## config.mk

```make
export PLATFORM = sky130hd
export DESIGN_NAME = player_ctrl_n
export DESIGN_NICKNAME = d
export VERILOG_FILES = /design/src/rtl/player_ctrl_n.sv
export SDC_FILE = /design/constraint.sdc
export NUM_CORES = 1
export LEC_CHECK = 0
export BUFFER_PORTS_ARGS = -buffer_cell sky130_fd_sc_hd__clkbuf_2
export CORE_MARGIN = 4
export CORE_UTILIZATION = 50
export DETAILED_ROUTE_END_ITERATION = 7
export PLACE_DENSITY_LB_ADDON = 0.2
export SLEW_MARGIN = 0
export SYNTH_ARGS = -nofsm -noshare
export SYNTH_HDL_FRONTEND = slang
export SYNTH_SLANG_ARGS = --single-unit
```

## constraint.sdc

```tcl
create_clock -name frame_clk -period 9.82 [get_ports frame_clk]
set_clock_uncertainty 0.1 [all_clocks]
set_input_delay 0.491 -clock frame_clk [delete_from_list [all_inputs] [get_ports frame_clk]]
set_output_delay 0.491 -clock frame_clk [all_outputs]
set_load 0.05 [all_outputs]
```

## src/rtl/player_ctrl_n.sv

```systemverilog
`default_nettype none
// ============================================================================
// Module   : player_ctrl_n
// Brief    : Per-frame player movement, jump physics, projectile damage,
//            invulnerability and life tracking for the side-scroller.
// Revision : 1.0  initial release
// ============================================================================
module player_ctrl_n #(
    parameter int         N_BULLETS     = 2,
    parameter int         W             = 20,
    parameter int         H             = 33,
    parameter int         X_STEP        = 5,
    parameter int         JUMP_V        = 16,
    parameter int         VY_MAX        = 15,
    parameter int         SCROLL_X      = 320,
    parameter int         PROGRESS_MAX  = 3200,
    parameter int         CHECKPOINT    = 2860,
    parameter int         CHECKPOINT_X  = 144,
    parameter int         RESPAWN_Y     = 100,
    parameter int         LIVES_MAX     = 3,
    parameter int         INVULN_FRAMES = 60,
    parameter logic [7:0] KEY_R         = 8'h07,
    parameter logic [7:0] KEY_L         = 8'h04,
    parameter logic [7:0] KEY_J         = 8'h1A
) (
    input  logic                    Reset,
    input  logic                    frame_clk,
    input  logic                    enable,
    input  logic                    restart,
    input  logic [7:0]              keycode,
    input  logic [9:0]              ground_y,
    input  logic [10*N_BULLETS-1:0] bullet_x,
    input  logic [10*N_BULLETS-1:0] bullet_y,
    input  logic [N_BULLETS-1:0]    bullet_valid,
    output logic [9:0]              player_x,
    output logic [9:0]              player_y,
    output logic [11:0]             progress,
    output logic [2:0]              lives_lost,
    output logic                    direction,
    output logic                    scroll,
    output logic                    jumping,
    output logic                    hit,
    output logic                    invuln,
    output logic                    game_over
);

    localparam int          c_CNT_W       = $clog2(INVULN_FRAMES + 1);
    localparam logic [9:0]  c_X_START     = 10'd20;
    localparam logic [9:0]  c_X_MAX       = 10'(639 - W);
    localparam logic [9:0]  c_X_MIN       = 10'(W);
    localparam logic [9:0]  c_X_LEFT_TH   = 10'(W + X_STEP);
    localparam logic [9:0]  c_STEP10      = 10'(X_STEP);
    localparam logic [11:0] c_STEP12      = 12'(X_STEP);
    localparam logic [9:0]  c_SCROLL_X    = 10'(SCROLL_X);
    localparam logic [11:0] c_PROG_MAX    = 12'(PROGRESS_MAX);
    localparam logic [11:0] c_CKPT        = 12'(CHECKPOINT);
    localparam logic [9:0]  c_CKPT_X      = 10'(CHECKPOINT_X);
    localparam logic [9:0]  c_RESPAWN_Y   = 10'(RESPAWN_Y);
    localparam logic [9:0]  c_H10         = 10'(H);
    localparam logic [11:0] c_H12         = 12'(H);
    localparam logic [10:0] c_W11         = 11'(W);
    localparam logic [10:0] c_H11         = 11'(H);
    localparam logic [9:0]  c_JUMP_VY     = 10'(-JUMP_V);
    localparam logic [9:0]  c_VY_MAX      = 10'(VY_MAX);
    localparam logic [9:0]  c_Y_FALL      = 10'd479;
    localparam logic [2:0]  c_LIVES_MAX   = 3'(LIVES_MAX);
    localparam logic [c_CNT_W-1:0] c_INVULN = c_CNT_W'(INVULN_FRAMES);

    logic [9:0]         r_x;
    logic [9:0]         r_y;
    logic [9:0]         r_vy;
    logic [11:0]        r_prog;
    logic [2:0]         r_lives;
    logic               r_dir;
    logic               r_scroll;
    logic               r_jump;
    logic [c_CNT_W-1:0] r_cnt;

    logic [N_BULLETS-1:0] w_hit_vec;
    logic                 w_game_over;

    // Differences are taken modulo 2048; bit 10 is the sign of an exact 11-bit result.
    generate
        for (genvar i = 0; i < N_BULLETS; i++) begin : g_hit
            logic [10:0] w_dx;
            logic [10:0] w_dy;
            logic [10:0] w_adx;
            logic [10:0] w_ady;
            assign w_dx  = {1'b0, bullet_x[10*i +: 10]} - {1'b0, r_x};
            assign w_dy  = {1'b0, bullet_y[10*i +: 10]} - {1'b0, r_y};
            assign w_adx = w_dx[10] ? (~w_dx + 11'd1) : w_dx;
            assign w_ady = w_dy[10] ? (~w_dy + 11'd1) : w_dy;
            assign w_hit_vec[i] = bullet_valid[i] && (w_adx <= c_W11) && (w_ady <= c_H11);
        end
    endgenerate

    assign hit         = |w_hit_vec;
    assign w_game_over = (r_lives == c_LIVES_MAX);

    logic               w_dir_n;
    logic               w_scroll_n;
    logic               w_jump_n;
    logic               w_fall;
    logic               w_dmg;
    logic [9:0]         w_x_mv;
    logic [9:0]         w_x_n;
    logic [9:0]         w_y_n;
    logic [9:0]         w_vy_n;
    logic [10:0]        w_x_sum;
    logic [11:0]        w_prog_sum;
    logic [11:0]        w_prog_n;
    logic [11:0]        w_feet;
    logic [c_CNT_W-1:0] w_cnt_n;
    logic [2:0]         w_lives_n;

    always_comb begin
        w_dir_n    = r_dir;
        w_scroll_n = 1'b0;
        w_jump_n   = r_jump;
        w_x_mv     = r_x;
        w_prog_n   = r_prog;
        w_vy_n     = r_vy;
        w_y_n      = r_y;
        w_x_n      = r_x;
        w_cnt_n    = r_cnt;
        w_lives_n  = r_lives;
        w_x_sum    = {1'b0, r_x} + {1'b0, c_STEP10};
        w_prog_sum = r_prog + c_STEP12;
        w_feet     = {2'b00, r_y} + c_H12;
        w_fall     = 1'b0;
        w_dmg      = 1'b0;

        if (keycode == KEY_R) begin
            w_dir_n = 1'b1;
        end else if (keycode == KEY_L) begin
            w_dir_n = 1'b0;
        end

        // Past SCROLL_X the world moves instead of the player, until the level ends.
        if (keycode == KEY_R) begin
            if ((r_x < c_SCROLL_X) || (r_prog >= c_PROG_MAX)) begin
                w_x_mv = (w_x_sum > {1'b0, c_X_MAX}) ? c_X_MAX : w_x_sum[9:0];
            end else begin
                w_prog_n   = (w_prog_sum > c_PROG_MAX) ? c_PROG_MAX : w_prog_sum;
                w_scroll_n = 1'b1;
            end
        end else if (keycode == KEY_L) begin
            w_x_mv = (r_x >= c_X_LEFT_TH) ? (r_x - c_STEP10) : c_X_MIN;
        end

        if ((keycode == KEY_J) && !r_jump && ((w_feet + 12'd2) > {2'b00, ground_y})) begin
            w_vy_n   = c_JUMP_VY;
            w_jump_n = 1'b1;
        end else begin
            w_vy_n = ($signed(r_vy) >= $signed(c_VY_MAX)) ? c_VY_MAX : (r_vy + 10'd1);
        end

        // The freshly computed speed is applied in the same frame.
        if (!w_vy_n[9] && ((w_feet + {2'b00, w_vy_n}) > {2'b00, ground_y})) begin
            w_y_n    = ground_y - c_H10;
            w_vy_n   = 10'd0;
            w_jump_n = 1'b0;
        end else begin
            w_y_n = r_y + w_vy_n;
        end

        // Values with bit 9 set are above the screen top, not below the floor.
        w_fall = (w_y_n > c_Y_FALL) && !w_y_n[9];
        w_dmg  = hit && (r_cnt == '0);

        if (w_fall) begin
            w_y_n  = c_RESPAWN_Y;
            w_vy_n = 10'd0;
            w_x_n  = (r_prog >= c_CKPT) ? c_CKPT_X : c_X_START;
        end else begin
            w_x_n  = w_x_mv;
        end

        if (w_dmg) begin
            w_cnt_n = c_INVULN;
        end else if (r_cnt != '0) begin
            w_cnt_n = r_cnt - c_CNT_W'(1);
        end

        if ((w_fall || w_dmg) && (r_lives != c_LIVES_MAX)) begin
            w_lives_n = r_lives + 3'd1;
        end
    end

    always_ff @(posedge frame_clk or posedge Reset) begin
        if (Reset) begin
            r_x      <= c_X_START;
            r_y      <= c_RESPAWN_Y;
            r_vy     <= 10'd0;
            r_prog   <= 12'd0;
            r_lives  <= 3'd0;
            r_dir    <= 1'b1;
            r_scroll <= 1'b0;
            r_jump   <= 1'b0;
            r_cnt    <= '0;
        end else if (restart) begin
            r_x      <= c_X_START;
            r_y      <= c_RESPAWN_Y;
            r_vy     <= 10'd0;
            r_prog   <= 12'd0;
            r_lives  <= 3'd0;
            r_dir    <= 1'b1;
            r_scroll <= 1'b0;
            r_jump   <= 1'b0;
            r_cnt    <= '0;
        end else if (w_game_over || !enable) begin
            r_scroll <= 1'b0;
        end else begin
            r_x      <= w_x_n;
            r_y      <= w_y_n;
            r_vy     <= w_vy_n;
            r_prog   <= w_prog_n;
            r_lives  <= w_lives_n;
            r_dir    <= w_dir_n;
            r_scroll <= w_scroll_n;
            r_jump   <= w_jump_n;
            r_cnt    <= w_cnt_n;
        end
    end

    assign player_x   = r_x;
    assign player_y   = r_y;
    assign progress   = r_prog;
    assign lives_lost = r_lives;
    assign direction  = r_dir;
    assign scroll     = r_scroll;
    assign jumping    = r_jump;
    assign invuln     = (r_cnt != '0);
    assign game_over  = w_game_over;

endmodule
`default_nettype wire

```

# After elaboration in Yosys (flattened, before gate mapping)
# Cells that the tools add are included.
# totals
ff_bits	54
word_cells	133
output_inout_bits	41
# op_classes
n_eq_ne	8
n_lt_le_gt_ge	14
mux	47
reduce_logical	32
bitwise	4
addsub	19
# ops
operator	n
2-to-1 mux 10 bit	18
2-to-1 mux 12 bit	5
adder 11 x 1 -> 11 bit, second input constant	4
2-to-1 mux 11 bit	4
inverter 11 bit	4
subtractor 10 x 10 -> 11 bit	4
>= comparator 12 bit, second input constant	2
greater-than comparator 12 x 10 -> 1 bit	2
2-to-1 mux 6 bit	4
less-or-equal comparator 11 x 5 -> 1 bit, second input constant	2
less-or-equal comparator 11 x 6 -> 1 bit, second input constant	2
>= comparator 10 x 5 -> 1 bit, second input constant	2
== test 8 x 3 -> 1 bit, second input constant	2
adder 11 x 10 -> 12 bit	1
adder 11 x 2 -> 12 bit, second input constant	1
adder 12 x 3 -> 12 bit, second input constant	1
greater-than comparator 12 bit, second input constant	1
2-to-1 mux 1 bit	12
adder 10 x 3 -> 11 bit, second input constant	1
adder 10 x 6 -> 11 bit, second input constant	1
greater-than comparator 11 x 10 -> 1 bit, second input constant	1
adder 10 x 1 -> 10 bit, second input constant	1
adder 10 bit	1
greater-than comparator 10 x 9 -> 1 bit, second input constant	1
other kinds (23)	47

# Depth between registers and ports, before layout
# Gate-level depths: netlist (run 1).
# logic_depth
ltp_word	16
ltp_mapped	37
ltp_nobuf	36

# Worst setup path before layout (run 1)
# OpenSTA, ideal clock, no wires.
# synth_path
path_type	register to register
startpoint	reg r_y[0] (netlist: player_y[0])
endpoint	reg r_x[3] (netlist: player_x[3])
t_arrival_ps	7390
path_stages_with_launch	36
setup_ps	92
period_less_slack_ps	7582
n_path_buf	0
slack_ps	2238
cell_sequence	dfrtp_1 -> ha_1 -> nand3_1 -> o21a_2 -> xnor2_4 -> nand2_1 -> nor2_1 -> xor2_1 -> ha_1 -> a2111oi_0 -> o21ai_1 -> o211a_1 -> o21ai_1 -> o31ai_4 -> a21oi_1 -> ha_1 -> nand4_1 -> or3_1 -> o21ai_0 -> a211o_1 -> a21oi_1 -> o21bai_1 -> a21oi_1 -> o21bai_1 -> a21oi_1 -> xnor2_1 -> ha_1 -> a41oi_1 -> nor2_1 -> a31oi_1 -> inv_1 -> o211a_1 -> nor4_4 -> o32ai_2 -> or3_4 -> o31ai_2
# synth_between
elab_chain_len	14
word_cells_on_any_way	20
# synth_lines
element	line_no	rtl
start: declaration	70	logic [9:0] r_y;
start signal: assignment	193	r_y <= c_RESPAWN_Y;
start signal: assignment	203	r_y <= c_RESPAWN_Y;
start signal: assignment	215	r_y <= w_y_n;
adder 10 x 6 -> 11 bit	129	w_feet = {2'b00, r_y} + c_H12;
adder 11 x 2 -> 12 bit	151	if ((keycode == KEY_J) && !r_jump && ((w_feet + 12'd2) > {2'b00, ground_y})) begin
greater-than comparator 12 x 10 -> 1 bit	151	
logical AND 1 bit	151	
2-to-1 mux 10 bit	151	
adder 11 x 10 -> 12 bit	159	if (!w_vy_n[9] && ((w_feet + {2'b00, w_vy_n}) > {2'b00, ground_y})) begin
greater-than comparator 12 x 10 -> 1 bit	159	
logical AND 1 bit	159	
2-to-1 mux 10 bit (*)	159	
greater-than comparator 10 x 9 -> 1 bit / zero test 1 bit (equally long branches)	168	w_fall = (w_y_n > c_Y_FALL) && !w_y_n[9];
logical AND 1 bit (*)	168	
2-to-1 mux 10 bit	171	if (w_fall) begin
2-to-1 mux 10 bit	211	end else if (w_game_over || !enable) begin
2-to-1 mux 10 bit	201	end else if (restart) begin
end signal: assignment	192	r_x <= c_X_START;
end signal: assignment	202	r_x <= c_X_START;
end signal: assignment	214	r_x <= w_x_n;
end: declaration	69	logic [9:0] r_x;
# Every way passes the cells marked *; elsewhere a longest branch is shown, timed or not. The select of a mux whose other input is x is not followed.
# A chain may end at the register's enable or synchronous reset.

# Worst setup path after layout (run 1)
# Same ends and word-level chain as after synthesis.

==> results of run 1 <==
cell type report:
cell class              count  area [µm²]
clock buffers               5         125
clock inverters             3        47.5
fillers                  1668        7630
inverters                  83         312
multi-input cells         992        6930
flip-flops and latches     54        1360
well taps                 225         282
repair buffers            108         551
path summary, 6_finish.rpt:
path | to | cells after the start | slack, ps | start
max in group asynchronous | r_vy[8] | 3 | 8870 | Reset
min in group frame_clk | direction | 3 | 420 | keycode[1]
setup reg to reg | player_x[3] | 36 | 1270 | player_y[0]
hold / removal | r_cnt[0] | 3 | 270 | Reset
setup / recovery | player_x[3] | 36 | 1270 | player_y[0]
hold reg to reg | lives_lost[2] | 2 | 460 | lives_lost[2]
power by group through the flow:
stage / clock network [mW] / registers, mW / logic, mW
CTS: 0.213 / 0.288 / 0.890
detailed placement: 0 / 0.292 / 0.885
global placement: 0 / 0.291 / 0.878
finish: 0.211 / 0.290 / 0.894
floorplan: 0 / 0.308 / 0.661
global route: 0.222 / 0.294 / 1.00
cells in the final DEF, fill, tap and decap left out, drive strengths merged, types with 15 or more instances in the layout:
cell    instances
xor2           16
nand2b         17
and3           15
a21o           19
a211oi         19
nor2          114
a21oi          87
clkbuf        109
dfrtp          48
and2           17
xnor2          57
nor3           31
or3            15
or2            15
ha             96
nor2b          18
o31ai          17
o21ai          87
nand3          31
nand2          86
nand4          23
inv            83
per-stage QoR:
stage	cells	util [%]	total power, mW	worst slack [ps]	cell area, µm²
finish	1470	55.7	1.39	1270	9600
global route	1470	55.7	1.52	692	9600
CTS	1470	55.7	1.39	1390	9600
detailed placement	1462	54.7	1.18	1420	9430
global placement	1462	54.7	1.17	1720	9430
floorplan	1164	-	0.969	2240	8730
cells by family after synthesis:
logic type,synth area share [%]
AND/OR/NAND/NOR,26.3
AO/OA/AOI/OAI,29.7
buffers and inverters,5.19
adder cells (fa/ha/maj),14.8
XOR/XNOR,7.53
flip-flops,15.6
multiplexers,0.931
synth_stat cells, types with 19 or more instances:
library cell	n	area, µm²
nand3_1	30	150
dfrtp_1	48	1200
nand2_1	84	315
nor3_1	31	155
nand4_1	22	138
xnor2_1	56	490
inv_1	82	308
a21oi_1	87	435
ha_1	96	1200
a21o_1	19	143
clkbuf_1	29	109
o21ai_0	81	405
nor2_1	114	428
critical path, delay by kind of cell (launching register included):
kind                       cells  cell delay [ps]
buffers and inverters          1               90
xor gates and xnor gates       4              680
and+or+nand+nor               11             2200
adders and majority gates      4             1090
AOI/OAI and AO/OA             16             3680
DFF                            1              610
metal layers:
metal	routed length [µm]	up-vias
met5	0	-
met4	590	0
met3	1300	42
met2	11400	289
met1	11800	4162
li1	-	4514
sequential cells by signal, indices dropped and copies added, names as in the netlist, 3 cells and up:
signal	flops
r_vy	10
player_x	10
progress	12
player_y	10
lives_lost	3
r_cnt	6
==> results.toml, run 1 <==
[status]
status = "finished clean"

[logic_synthesis]
netlist-cell-type-count = 100
ys_seq_area_share_pct = 15.6
syn_inst = 1164
ys_ff_latch = 54
syn_area_per_cell_um2 = 7.50
syn_nets = 1328
syn_area_um2 = 8730
synth_edf_count = 0
async_flop_share_pct = 100
ys_warn_count = 0
synthFlopType = "dfrtp_1"

[drt]
via_per_inst = 6.13
drc = 0
drtIter0Drc = 758
wl_um = 25000
drt-wirelength-per-cell_um = 17.0
dr_total_vias = 9007
drtAntennaViolNets = 0
firstDrtPassIters = 7

[place]
dpl.hpwl_um = 20200
port_buffers = 104
gp_congestion = 0.947

[timing]
maxSlewViolCount = 0
timing.hold.ws_ps = 272
fmax_ghz = 0.117
rsz0062_at_grt = "false"
finalSetupTns_ps = 0
hold_viol = 0
period_share_pct = 87.0
maxSlewHeadroom_pct = 31.1
period_needed_ps = 8550
max_slew.worst_pin.slew_ps = 1030
finalSetupViolations = 0

[clocking]
cts_buffers = 5
post_cts_resize_count = 0
cts_root_buffer = "clkbuf_16"
clk_path_buf_depth = 2
ctsHoldBuffers = 0
cts_setup_buffers = 0
clock-sinks = 54
htreeDepth = 2
clk_pin_slew_ps = 80
tritoncts = "yes"
clkLatencyLatePin_ps = 300

[setup_path]
critPathMaxStageDelay_ps = 610
worst_ep_required_time_ps = 9940
critPathLaunchType = "flip-flop"
path_max_fanout = 17
crit_arrival_ps = 8670
slowest_stage = "dfrtp_1"
timing_worst_setup_path_type = "reg2reg"
worstSetupEndpointType = "flip-flop"

[pwr]
p_int_uw = 714
p_leak_nw = 4.21
power.density_nw_per_um2 = 145
irDropWorstVdd_mv = 0.0874
p_switching_uw = 681
combPwrFrac_pct = 64.1
power.share.switching_pct = 48.8
sequentialPowerShare_pct = 20.8
clkPwrFrac_pct = 15.1

[finish]
drive_above_1_share_pct = 13.7
area_growth_pct = 9.96
final_nets = 1408
antenna_cells = 0

[floorplan]
dieArea_um2 = 19600
num_io_pins = 105
fp.dieW_um = 140
start_util_pct = 50.7
core.rowCount = 48
fp.dieH_um = 140
core_um2 = 17200

[global_routing]
grt.total_usage_pct = 24.9
antenna_found_initial = 0
gr-usage-met2_pct = 40.1
met1_usage_pct = 35.4
grt_max_degree = 55
grt_pass1_wl_um = 41600
busiest_layer = "met2"
grt_use_met3_pct = 2.77
grt_pass1_vias = 8353
grt-ovfl-total = 0

[hold_path]
holdCritPathClass = "in2async"

[job]
maxCapViolCount = 0
No activity file was read; power rests on OpenSTA's default activity.
==> run 2: changes to the inputs <==
--- a/config.mk
+++ b/config.mk
@@ -9,6 +9,7 @@
 export CORE_MARGIN = 4
 export CORE_UTILIZATION = 50
 export DETAILED_ROUTE_END_ITERATION = 7
+export MAX_ROUTING_LAYER = met4
 export PLACE_DENSITY_LB_ADDON = 0.2
 export SLEW_MARGIN = 0
 export SYNTH_ARGS = -nofsm -noshare
==> run 2 against run 1 <==
  * Sequential cell count is the same
  * Wire length is 1.0% higher
  * Count of clock-buffer cells in the layout unchanged
  * Via count is 0.19% lower
  * Non-clock buffer count did not move
==> results.toml, run 2 (synthesis results as in run 1) <==
[status]
status = "finished clean"

[timing]
finalSetupTns_ps = 0
maxSlewViolCount = 0
hold_viol = 0
period_needed_ps = 8460
layout_setup_ws_ps = 1360
maxSlewHeadroom_pct = 34.0
rsz0062_at_grt = "false"
fmax_ghz = 0.118
finalSetupViolations = 0
period_share_pct = 86.1
max_slew.worst_pin.slew_ps = 990

[drt]
via_per_inst = 6.12
drtAntennaViolNets = 0
drtIter0Drc = 609
drt-wirelength-per-cell_um = 17.2
firstDrtPassIters = 5
wl_um = 25300
dr_total_vias = 8990
drc = 0

[setup_path]
critPathLaunchType = "flip-flop"
slowest_stage = "dfrtp_1"
worstSetupEndpointType = "flip-flop"
r2r_cells = 35
crit_arrival_ps = 8570
r2r-start = "player_y[0]"
path_max_fanout = 17
path_buf_inv = 1
crit_family = "compound AO/OA/AOI/OAI gates"
timing_worst_setup_path_type = "reg2reg"
startpoint = "player_y[0]"
worst_ep_required_time_ps = 9930
r2r-end = "player_x[3]"
r2r_slack_ps = 1360
critPathMaxStageDelay_ps = 610

[floorplan]
core_um2 = 17200
fp.dieH_um = 140
fp.dieW_um = 140
core.rowCount = 48
start_util_pct = 50.7
dieArea_um2 = 19600
num_io_pins = 105

[pwr]
irDropWorstVdd_mv = 0.0917
power.density_nw_per_um2 = 145
p_leak_nw = 4.21
totalPowerFinal_mw = 1.40

[clocking]
clkLatencyLatePin_ps = 300
clk_path_buf_depth = 2
htreeDepth = 2
tritoncts = "yes"
cts_buffers = 5
post_cts_resize_count = 0
clock-sinks = 54
clk_pin_slew_ps = 80
cts_root_buffer = "clkbuf_16"
ctsHoldBuffers = 0
cts_setup_buffers = 0

[finish]
final_util_pct = 55.7
largest_register_ff_count = 12
area_growth_pct = 9.91
drive_above_1_share_pct = 13.7
most-common-layout-cells = "nor2_1 (114), clkbuf_2 (104), ha_1 (96), a21oi_1 (87), nand2_1 (84)"
final_nets = 1408
final_common_cell = "nor2_1"
antenna_cells = 0
stdcell_count = 1470

[place]
gp_congestion = 0.962
port_buffers = 104
dp_slack_ps = 1490
placed_cells = 1462
dpl.hpwl_um = 20400

[global_routing]
antenna_found_initial = 0
grt.total_usage_pct = 25.7
grt_pass1_wl_um = 41400
grt_max_degree = 55
grt-ovfl-total = 0
grt_pass1_vias = 8260

[job]
maxCapViolCount = 0

[hold_path]
holdCritPathClass = "in2async"
run 2: cell counts in the layout (fill, tap and decap cells not counted):
No cell type changed its count.
run 2: worst max-delay path by stage:
stage / to / slack, ps / cells past startpoint
floorplan: player_x[3] / 2240 / 35
global placement: player_x[3] / 1650 / 35
detailed placement: player_x[3] / 1490 / 35
CTS: player_x[3] / 1430 / 35
global route: player_x[3] / 650 / 36
finish: player_x[3] / 1360 / 35
run 2: cell type report:
cell class	instances	area, µm²
flip-flops and latches	54	1360
inverters	83	312
repair buffers	108	551
multi-input cells	992	6930
fillers	1684	7640
clock buffers	5	125
clock inverters	3	43.8
well taps	225	282
run 2: metal layers:
metal	vias up	share of wire, %	GRT usage, %
li1	4515	-	-
met1	4174	46	35.0
met2	257	46	40.9
met3	44	4.9	2.36
met4	0	2.5	6.99
met5	-	0	-
run 2: power breakdown:
part	switching (mW)	internal [mW]
Sequential	0.0445	0.245
Clock	0.0866	0.121
Combinational	0.551	0.347
Total	0.682	0.713
run 2: through the flow:
stage	hold slack (ps)	cell area, µm²
global placement	432	9430
CTS	308	9600
detailed placement	443	9430
global route	354	9600
floorplan	403	8730
finish	273	9600
run 2: worst reg2reg max path: cells and delay by family, from the launching register on:
kind | cells | cell delay (ps)
AOI/OAI and AO/OA | 19 | 4090
and+or+nand+nor | 8 | 1720
adders and majority gates | 4 | 1210
DFF | 1 | 610
xor gates and xnor gates | 3 | 550
buffers and inverters | 1 | 90
==> run 3: changes to the inputs <==
--- a/config.mk
+++ b/config.mk
@@ -11,6 +11,7 @@
 export DETAILED_ROUTE_END_ITERATION = 7
 export MAX_ROUTING_LAYER = met4
 export PLACE_DENSITY_LB_ADDON = 0.2
+export SETUP_SLACK_MARGIN = 0.4
 export SLEW_MARGIN = 0
 export SYNTH_ARGS = -nofsm -noshare
 export SYNTH_HDL_FRONTEND = slang
==> constraint.sdc (replaced) <==
create_clock -name frame_clk -period 9.82 [get_ports frame_clk]
set_clock_uncertainty 0.1 [all_clocks]
set_input_delay 1.473 -clock frame_clk [delete_from_list [all_inputs] [get_ports frame_clk]]
set_output_delay 1.473 -clock frame_clk [all_outputs]
set_load 0.05 [all_outputs]
==> run 3 against run 2 <==
  * Die area did not move
  * Wire length fell by 0.88%
  * Count of clock-buffer cells in the layout did not move
  * Sequential power about the same
  * Combinational power fell by 0.4%
  * Sequential share of layout area stayed put
  * Critical path type unchanged
  * Final cell count stayed put
  * Critical path depth stayed put
  * Core utilization unchanged
  * Sequential cell count unchanged
  * Critical endpoint unchanged
==> results.toml, run 3 (synthesis results as in run 1) <==
[pwr]
irDropWorstVdd_mv = 0.0924
totalPowerFinal_mw = 1.39
p_leak_nw = 4.21
power.density_nw_per_um2 = 145

[floorplan]
num_io_pins = 105
core_um2 = 17200
fp.dieW_um = 140
core.rowCount = 48
fp.dieH_um = 140
start_util_pct = 50.7
dieArea_um2 = 19600

[job]
maxCapViolCount = 0

[global_routing]
grt_max_degree = 55
antenna_found_initial = 0
grt_pass1_vias = 8375
grt.total_usage_pct = 25.7
grt-ovfl-total = 0
grt_pass1_wl_um = 41700

[timing]
finalSetupViolations = 0
hold_viol = 0
period_share_pct = 87.3
period_needed_ps = 8570
maxSlewHeadroom_pct = 31.5
finalSetupTns_ps = 0
fmax_ghz = 0.117
max_slew.worst_pin.slew_ps = 1030
layout_setup_ws_ps = 1250
rsz0062_at_grt = "false"
maxSlewViolCount = 0

[status]
status = "finished clean"

[setup_path]
endpoint = "player_x[3]"
path_buf_inv = 1
worst_ep_required_time_ps = 9930
r2r_slack_ps = 1250
crit_arrival_ps = 8680
r2r-start = "player_y[0]"
r2r-end = "player_x[3]"
path_depth = 35
crit_family = "compound AO/OA/AOI/OAI gates"
worstSetupEndpointType = "flip-flop"
slowest_stage = "dfrtp_1"
timing_worst_setup_path_type = "reg2reg"
path_max_fanout = 17
r2r_cells = 35
critPathLaunchType = "flip-flop"
critPathMaxStageDelay_ps = 620
startpoint = "player_y[0]"

[place]
dp_slack_ps = 1460
placed_cells = 1462
gp_congestion = 0.972
dpl.hpwl_um = 20100
port_buffers = 104

[finish]
largest_register_ff_count = 12
antenna_cells = 0
area_growth_pct = 9.91
final_util_pct = 55.7
drive_above_1_share_pct = 13.7
most-common-layout-cells = "nor2_1 (114), clkbuf_2 (104), ha_1 (96), a21oi_1 (87), nand2_1 (84)"
final_nets = 1408
final_common_cell = "nor2_1"
stdcell_count = 1470
fill_cells = 1659

[drt]
firstDrtPassIters = 5
drt-wirelength-per-cell_um = 17.1
drc = 0
via_per_inst = 6.12
dr_total_vias = 8994
drtAntennaViolNets = 0
drtIter0Drc = 662
wl_um = 25100

[clocking]
cts_buffers = 5
ctsHoldBuffers = 0
cts_setup_buffers = 0
htreeDepth = 2
clock-sinks = 54
clk_pin_slew_ps = 70
tritoncts = "yes"
post_cts_resize_count = 0
cts_root_buffer = "clkbuf_16"
clkLatencyLatePin_ps = 300
clk_path_buf_depth = 2

[hold_path]
holdCritPathClass = "reg2reg"
run 3: worst min-delay path by stage:
stage | startpoint | cells after the start | endpoint | slack [ps]
floorplan | r_vy[3] | 1 | r_vy[3] | 400
global placement | lives_lost[2] | 2 | lives_lost[2] | 430
detailed placement | r_vy[3] | 1 | r_vy[3] | 450
CTS | lives_lost[2] | 2 | lives_lost[2] | 460
global route | r_vy[8] | 1 | r_vy[8] | 500
finish | r_vy[3] | 1 | r_vy[3] | 460
run 3: routing by layer:
layer / track usage (%) / part of all wire (%)
met1: 35.0 / 46
met2: 40.7 / 46
met3: 2.90 / 5.4
met4: 6.94 / 2.5
met5: - / 0
run 3: layout make-up:
| class | instances | area (µm²) | area share, % |
|---|---|---|---|
| clock inverter | 3 | 43.8 | 0.456 |
| tap | 225 | 282 | 2.93 |
| sequential | 54 | 1360 | 14.2 |
| timing repair buffer | 108 | 551 | 5.73 |
| clock buffer | 5 | 125 | 1.30 |
| multi-input combinational | 992 | 6930 | 72.2 |
| inverter | 83 | 312 | 3.25 |
run 3: worst register-to-register path, delay by kind of cell (launching register included):
family | cells | cell delay (ps)
buf+inv | 1 | 90
compound gates | 19 | 4180
fa+ha+maj | 4 | 1240
flops | 1 | 620
simple gates | 8 | 1710
xor+xnor | 3 | 550
run 3: power by group:
| part | switching [mW] | internal, mW |
|---|---|---|
| logic | 0.547 | 0.347 |
| registers | 0.0451 | 0.245 |
| clock network | 0.0863 | 0.121 |
run 3: metrics by stage:
stage	hold slack (ps)	instance area [µm²]
final	459	9600
after global routing	502	9600
after CTS	459	9600
after detailed placement	446	9430
after global placement	432	9430
after floorplan	403	8730
